$ cat config.mk
export PLATFORM = sky130hd
export DESIGN_NAME = ram_bus_arbiter_flat
export DESIGN_NICKNAME = d
export VERILOG_FILES = /design/src/rtl/ram_bus_arbiter_if.sv /design/src/rtl/ram_bus_arbiter.sv /design/src/flat_wrapper.sv
export SDC_FILE = /design/constraint.sdc
export NUM_CORES = 1
export LEC_CHECK = 0
export CAP_MARGIN = 30
export CORE_AREA = 2 2 85 87
export CTS_BUF_LIST = sky130_fd_sc_hd__clkbuf_8
export DETAILED_ROUTE_END_ITERATION = 8
export DIE_AREA = 0 0 87 89
export GPL_TIMING_DRIVEN = 0
export HOLD_SLACK_MARGIN = 0.15
export PLACE_DENSITY_LB_ADDON = 0.3
export SLEW_MARGIN = 20
export SYNTH_ARGS = -nofsm -noshare
export SYNTH_HDL_FRONTEND = slang
export SYNTH_SLANG_ARGS = --single-unit
$ cat constraint.sdc
create_clock -name clk -period 4.7 [get_ports clk]
set_input_delay 1.175 -clock clk [delete_from_list [all_inputs] [get_ports clk]]
set_output_delay 1.175 -clock clk [all_outputs]
set_load 0.03 [all_outputs]
$ cat src/rtl/ram_bus_arbiter_if.sv
// Request/grant bus between the GA pipeline stages and the shared RAM controller.
// The slave modport is the arbiter's view; the master modport is the requester/controller side.
interface ram_bus_arbiter_if #(
   parameter int unsigned REQUESTERS = 4,
   parameter int unsigned ADDR_WIDTH = 23,
   parameter int unsigned DATA_WIDTH = 16
);
   logic [REQUESTERS-1:0]            req;
   logic [REQUESTERS-1:0]            grant;
   logic [REQUESTERS*ADDR_WIDTH-1:0] req_addr;
   logic [REQUESTERS*DATA_WIDTH-1:0] req_wdata;
   logic [REQUESTERS-1:0]            req_instr;
   logic [REQUESTERS-1:0]            req_latch;
   logic [REQUESTERS-1:0]            req_ready;
   logic [ADDR_WIDTH-1:0]            ram_addr;
   logic [DATA_WIDTH-1:0]            ram_wdata;
   logic                             ram_instr;
   logic                             ram_latch;
   logic                             ram_ready;

   modport slave (
      input  req, req_addr, req_wdata, req_instr, req_latch, ram_ready,
      output grant, req_ready, ram_addr, ram_wdata, ram_instr, ram_latch
   );

   modport master (
      output req, req_addr, req_wdata, req_instr, req_latch, ram_ready,
      input  grant, req_ready, ram_addr, ram_wdata, ram_instr, ram_latch
   );
endinterface

$ cat src/rtl/ram_bus_arbiter.sv
// Round-robin arbiter sharing one RAM controller between several requesters.
// One transaction outstanding at a time; each grant is capped at MAX_BURST issues
// when another requester is waiting.
module ram_bus_arbiter #(
   parameter int unsigned REQUESTERS = 4,
   parameter int unsigned ADDR_WIDTH = 23,
   parameter int unsigned DATA_WIDTH = 16,
   parameter int unsigned MAX_BURST  = 16
) (
   input logic              clk,
   input logic              rst,
   ram_bus_arbiter_if.slave bus
);
   localparam int unsigned OwnerW = $clog2(REQUESTERS);
   localparam int unsigned CandW  = OwnerW + 1;
   localparam int unsigned CntW   = $clog2(MAX_BURST + 1);

   localparam logic [CntW-1:0]   BurstMax = CntW'(MAX_BURST);
   localparam logic [OwnerW-1:0] LastIdx  = OwnerW'(REQUESTERS - 1);
   localparam logic [CandW-1:0]  NumReq   = CandW'(REQUESTERS);

   typedef enum logic [1:0] {
      StIdle  = 2'd0,
      StOwned = 2'd1,
      StWait  = 2'd2
   } state_e;

   state_e                  stateQ, stateD;
   logic [REQUESTERS-1:0]   grantQ, grantD;
   logic [OwnerW-1:0]       ownerQ, ownerD;
   logic [OwnerW-1:0]       lastOwnerQ, lastOwnerD;
   logic [CntW-1:0]         burstCntQ, burstCntD;
   logic                    readyPrevQ;

   logic                    pickFound;
   logic [OwnerW-1:0]       pickIdx;
   logic [CandW-1:0]        candSum;
   logic [OwnerW-1:0]       candIdx;

   logic                    ownerReq;
   logic                    ownerLatch;
   logic                    ownerInstr;
   logic [ADDR_WIDTH-1:0]   ownerAddr;
   logic [DATA_WIDTH-1:0]   ownerWdata;

   logic                    active;
   logic                    othersWaiting;
   logic                    releaseNow;
   logic                    issue;
   logic                    completion;

   // Round-robin search: first requester at or after lastOwner+1, wrapping.
   always_comb begin
      pickFound = 1'b0;
      pickIdx   = '0;
      candSum   = '0;
      candIdx   = '0;
      for (int k = 1; k <= int'(REQUESTERS); k++) begin
         candSum = {1'b0, lastOwnerQ} + CandW'(k);
         if (candSum >= NumReq) begin
            candSum = candSum - NumReq;
         end
         candIdx = candSum[OwnerW-1:0];
         if (!pickFound && bus.req[candIdx]) begin
            pickFound = 1'b1;
            pickIdx   = candIdx;
         end
      end
   end

   // Select the current owner's slot from the flattened request buses.
   always_comb begin
      ownerReq   = 1'b0;
      ownerLatch = 1'b0;
      ownerInstr = 1'b0;
      ownerAddr  = '0;
      ownerWdata = '0;
      for (int i = 0; i < int'(REQUESTERS); i++) begin
         if (ownerQ == OwnerW'(i)) begin
            ownerReq   = bus.req[i];
            ownerLatch = bus.req_latch[i];
            ownerInstr = bus.req_instr[i];
            ownerAddr  = bus.req_addr[i*ADDR_WIDTH +: ADDR_WIDTH];
            ownerWdata = bus.req_wdata[i*DATA_WIDTH +: DATA_WIDTH];
         end
      end
   end

   // Release beats issue: a latch on the release edge never reaches the controller.
   always_comb begin
      active        = (stateQ != StIdle);
      othersWaiting = |(bus.req & ~grantQ);
      releaseNow    = (stateQ == StOwned) &&
                      (!ownerReq || ((burstCntQ == BurstMax) && othersWaiting));
      issue         = (stateQ == StOwned) && !releaseNow && ownerLatch && bus.ram_ready;
      // Completion needs a fresh low-to-high transition of ram_ready.
      completion    = (stateQ == StWait) && bus.ram_ready && !readyPrevQ;
   end

   // Bus outputs: everything is zero while nobody owns the bus.
   always_comb begin
      bus.grant     = grantQ;
      bus.ram_addr  = active ? ownerAddr : '0;
      bus.ram_wdata = active ? ownerWdata : '0;
      bus.ram_instr = active && ownerInstr;
      bus.ram_latch = (stateQ == StOwned) && !releaseNow && ownerLatch;
      bus.req_ready = '0;
      for (int i = 0; i < int'(REQUESTERS); i++) begin
         if ((stateQ == StOwned) && !releaseNow && (ownerQ == OwnerW'(i))) begin
            bus.req_ready[i] = bus.ram_ready;
         end
      end
   end

   // Next-state logic for arbitration, ownership and burst counting.
   always_comb begin
      stateD     = stateQ;
      grantD     = grantQ;
      ownerD     = ownerQ;
      lastOwnerD = lastOwnerQ;
      burstCntD  = burstCntQ;
      unique case (stateQ)
         StIdle: begin
            if (pickFound) begin
               for (int i = 0; i < int'(REQUESTERS); i++) begin
                  grantD[i] = (pickIdx == OwnerW'(i));
               end
               ownerD    = pickIdx;
               burstCntD = '0;
               stateD    = StOwned;
            end
         end
         StOwned: begin
            if (releaseNow) begin
               grantD     = '0;
               lastOwnerD = ownerQ;
               stateD     = StIdle;
            end else if (issue) begin
               if (burstCntQ != BurstMax) begin
                  burstCntD = burstCntQ + CntW'(1);
               end
               stateD = StWait;
            end
         end
         StWait: begin
            if (completion) begin
               stateD = StOwned;
            end
         end
         default: begin
            grantD = '0;
            stateD = StIdle;
         end
      endcase
   end

   // State registers; reset abandons any in-flight transaction.
   always_ff @(posedge clk or posedge rst) begin
      if (rst) begin
         stateQ     <= StIdle;
         grantQ     <= '0;
         ownerQ     <= '0;
         lastOwnerQ <= LastIdx;
         burstCntQ  <= '0;
      end else begin
         stateQ     <= stateD;
         grantQ     <= grantD;
         ownerQ     <= ownerD;
         lastOwnerQ <= lastOwnerD;
         burstCntQ  <= burstCntD;
      end
   end

   // Previous-cycle ram_ready, used to detect the completion edge.
   always_ff @(posedge clk or posedge rst) begin
      if (rst) begin
         readyPrevQ <= 1'b0;
      end else begin
         readyPrevQ <= bus.ram_ready;
      end
   end
endmodule

$ cat src/flat_wrapper.sv
// flat-port wrapper written by rule: the top's interface ports become plain ports
module ram_bus_arbiter_flat 
#(
   parameter int unsigned REQUESTERS = 4,
   parameter int unsigned ADDR_WIDTH = 23,
   parameter int unsigned DATA_WIDTH = 16,
   parameter int unsigned MAX_BURST  = 16
)
  (clk, rst, bus_req, bus_req_addr, bus_req_wdata, bus_req_instr, bus_req_latch, bus_ram_ready, bus_grant, bus_req_ready, bus_ram_addr, bus_ram_wdata, bus_ram_instr, bus_ram_latch);
  ram_bus_arbiter_if #(.REQUESTERS(REQUESTERS), .ADDR_WIDTH(ADDR_WIDTH), .DATA_WIDTH(DATA_WIDTH)) bus_i ();
  input logic clk;
  input logic rst;
  input wire logic [$bits(bus_i.req)-1:0] bus_req;
  input wire logic [$bits(bus_i.req_addr)-1:0] bus_req_addr;
  input wire logic [$bits(bus_i.req_wdata)-1:0] bus_req_wdata;
  input wire logic [$bits(bus_i.req_instr)-1:0] bus_req_instr;
  input wire logic [$bits(bus_i.req_latch)-1:0] bus_req_latch;
  input wire logic [$bits(bus_i.ram_ready)-1:0] bus_ram_ready;
  output wire logic [$bits(bus_i.grant)-1:0] bus_grant;
  output wire logic [$bits(bus_i.req_ready)-1:0] bus_req_ready;
  output wire logic [$bits(bus_i.ram_addr)-1:0] bus_ram_addr;
  output wire logic [$bits(bus_i.ram_wdata)-1:0] bus_ram_wdata;
  output wire logic [$bits(bus_i.ram_instr)-1:0] bus_ram_instr;
  output wire logic [$bits(bus_i.ram_latch)-1:0] bus_ram_latch;
  assign bus_i.req = bus_req;
  assign bus_i.req_addr = bus_req_addr;
  assign bus_i.req_wdata = bus_req_wdata;
  assign bus_i.req_instr = bus_req_instr;
  assign bus_i.req_latch = bus_req_latch;
  assign bus_i.ram_ready = bus_ram_ready;
  assign bus_grant = bus_i.grant;
  assign bus_req_ready = bus_i.req_ready;
  assign bus_ram_addr = bus_i.ram_addr;
  assign bus_ram_wdata = bus_i.ram_wdata;
  assign bus_ram_instr = bus_i.ram_instr;
  assign bus_ram_latch = bus_i.ram_latch;
  ram_bus_arbiter #(.REQUESTERS(REQUESTERS), .ADDR_WIDTH(ADDR_WIDTH), .DATA_WIDTH(DATA_WIDTH), .MAX_BURST(MAX_BURST)) u_core (.clk(clk), .rst(rst), .bus(bus_i));
endmodule
==> impl_metrics.json <==
{
  "min_path_type": "register to register",
  "synth_cell_types": 37,
  "instances_no_fill": 504,
  "clk_pin_slew_ns": 0.06,
  "fin_nets": 598,
  "worst-setup-path-type": "input pin to primary output",
  "cp_max_fo": 10,
  "synth_common_cells": "nor2b_1, mux4_2, nand2_1",
  "wl_per_cell_um": 19.9,
  "grt_max_degree": 17,
  "yosys_warnings": 0,
  "cap_violations": 0,
  "routed-via-count": 2633,
  "hpwl_mm": 8.52,
  "finalSetupViolCount": 0,
  "syn2layout_area_growth_pct": 106,
  "hold_depth": 1,
  "ctsLongestPathBuffers": 2,
  "layout_min_cycle_time_ns": 4.59,
  "cts.htree.levels": 1,
  "die_y_um": 89,
  "power_mw": 2.51,
  "finalHoldViolCount": 0,
  "cts.sinks": 16,
  "grt_pass1_wl_mm": 14.6,
  "cts_tree": "built",
  "finalSetupTns_ns": 0,
  "syn_area_sq_um": 2200,
  "regArea_sq_um": 403,
  "die_area_sq_um": 7740,
  "cts_hold_buf": 0,
  "synth_seq_cells": 16,
  "synth_top_area_share": 0.419,
  "row_count": 30,
  "antenna_found_initial": 0,
  "drv_slew": 0,
  "async_flop_share": 1.00,
  "reg2regPathDepth": 7,
  "max_freq_ghz": 0.218,
  "clock_skew_ns": 0.000662,
  "end_kind": "primary output",
  "synth_top_area_cell": "mux4_2",
  "drc": 0,
  "drtIter0Drc": 106,
  "synth_ff_type": "dfrtp_1",
  "p_leak_nw": 1.71,
  "ys_top_cells_by_area": "mux4_2, dfrtp_1, nor2b_1",
  "start_util": 0.328,
  "multiInputGateArea_sq_um": 1700,
  "numCtsBuffers": 3,
  "period_share": 0.976,
  "worst_slew_pin_slew_ns": 0.660,
  "cts_root_buf": "clkbuf_8",
  "cts_setup_buffers": 0,
  "synth_area_per_cell_sq_um": 11.0,
  "gp_congestion": 0.914,
  "dp.cells": 500,
  "drt-pass1-iter-count": 4,
  "grt-ovfl-total": 0,
  "ios": 220,
  "power_density_nw_per_um2": 553,
  "grtUsageTotal": 0.247,
  "grt_pass1_vias": 2673,
  "final_area_sq_um": 4540,
  "diodes": 0,
  "drt-vias-per-instance": 5.22,
  "portBuffers": 219,
  "synth_enable_flop_cells": 0,
  "placed_cell_area_sq_um": 4500,
  "peakVddDrop_mv": 0.266,
  "arrival_ns": 3.41,
  "antenna_left": 0,
  "syn_inst": 201,
  "critPathLaunchType": "input pin",
  "die_w_um": 87,
  "insertion_delay_ns": 0.26,
  "core_area_sq_um": 6720,
  "drt-total-wl_mm": 10.0,
  "slew_headroom": 0.560,
  "run_status": "finished, final reports clean",
  "cts_resized": 4,
  "seq_area_frac_synth": 0.183,
  "fill_cells": 547,
  "cp.required_ns": 3.52,
  "drive_gt1_frac": 0.142,
  "rsz0062_at_grt": "false",
  "syn_nets": 374,
  "synth.most_common_cell": "nor2b_1"
}
[power by group]
part           internal (mW)  switching (mW)
clock                 0.0581          0.0506
sequential             0.188          0.0482
combinational           1.05            1.12
total                   1.30            1.22
[through the flow]
stage	worst slack (ns)	utilization	hold WS, ns
final	0.115	0.676	0.490
after global routing	0.0132	0.676	0.511
after CTS	0.0900	0.675	0.491
after detailed placement	-0.187	0.669	0.478
after floorplan	0.378	-	0.440
after global placement	-0.188	0.669	0.475
[final timing paths]
check | start | end | slack (ns)
max in group asynchronous | rst | u_core.bus.grant[0] | 2.97
hold reg to reg | u_core.burstCntQ[4] | u_core.burstCntQ[4] | 0.49
min in group asynchronous | rst | u_core.stateQ[0] | 1.31
hold / removal | u_core.burstCntQ[4] | u_core.burstCntQ[4] | 0.49
setup / recovery | bus_req[1] | bus_req_ready[1] | 0.11
setup reg to reg | u_core.burstCntQ[0] | u_core.burstCntQ[0] | 2.56
[flip-flops by register name, indices dropped and copies added (netlist names)]
register / count
u_core.burstCntQ: 5
u_core.bus.grant: 4
u_core.lastOwnerQ: 2
u_core.ownerQ: 2
u_core.stateQ: 2
u_core.readyPrevQ: 1
[per-layer routing]
metal  global-route usage  share of wire  wire length (um)
met2                0.431           0.51              5100
met1                0.296           0.36              3640
met4               0.0923          0.037               367
met3               0.0600          0.091               913
met5                    0              0                 0
[critical path, stage by stage]
cell             delay, ns
clkdlybuf4s50_1       0.51
nor2b_1               0.18
o41a_1                0.41
or2_1                 0.24
buf_6                 0.14
nor2_1                0.15
and3b_1               0.16
dlygate4sd2_1         0.44
[area by class of cell]
cell class              instances  share of cell area
well taps                      80              0.0221
clock inverters                 1            0.000827
plain buffers                  18              0.0182
inverters                       6             0.00496
clock buffers                   3             0.00910
repair buffers                219               0.482
multi-input cells             161               0.374
flip-flops and latches         16              0.0888
[cell families after synthesis]
| kind of cell | synth area share |
|---|---|
| AOI/OAI and AO/OA | 0.0709 |
| adders and majority gates | 0.0113 |
| buffers and inverters | 0.0477 |
| DFF | 0.183 |
| muxes | 0.457 |
| and+or+nand+nor | 0.230 |
[placed cells by master, fill, tap and decap left out, types with 4 or more instances in the layout]
cell | Yosys | layout
dfrtp_1 | 14 | 14
inv_1 | 6 | 7
o21ai_0 | 5 | 5
mux2i_1 | 5 | 5
nor2_1 | 5 | 5
clkdlybuf4s50_1 | 0 | 214
buf_2 | 6 | 6
nor2b_1 | 45 | 45
clkbuf_1 | 9 | 9
mux4_2 | 41 | 41
o22ai_1 | 4 | 4
nand2b_1 | 5 | 5
nand2_1 | 17 | 17
Note: power is estimated with default switching activity, not from simulation.
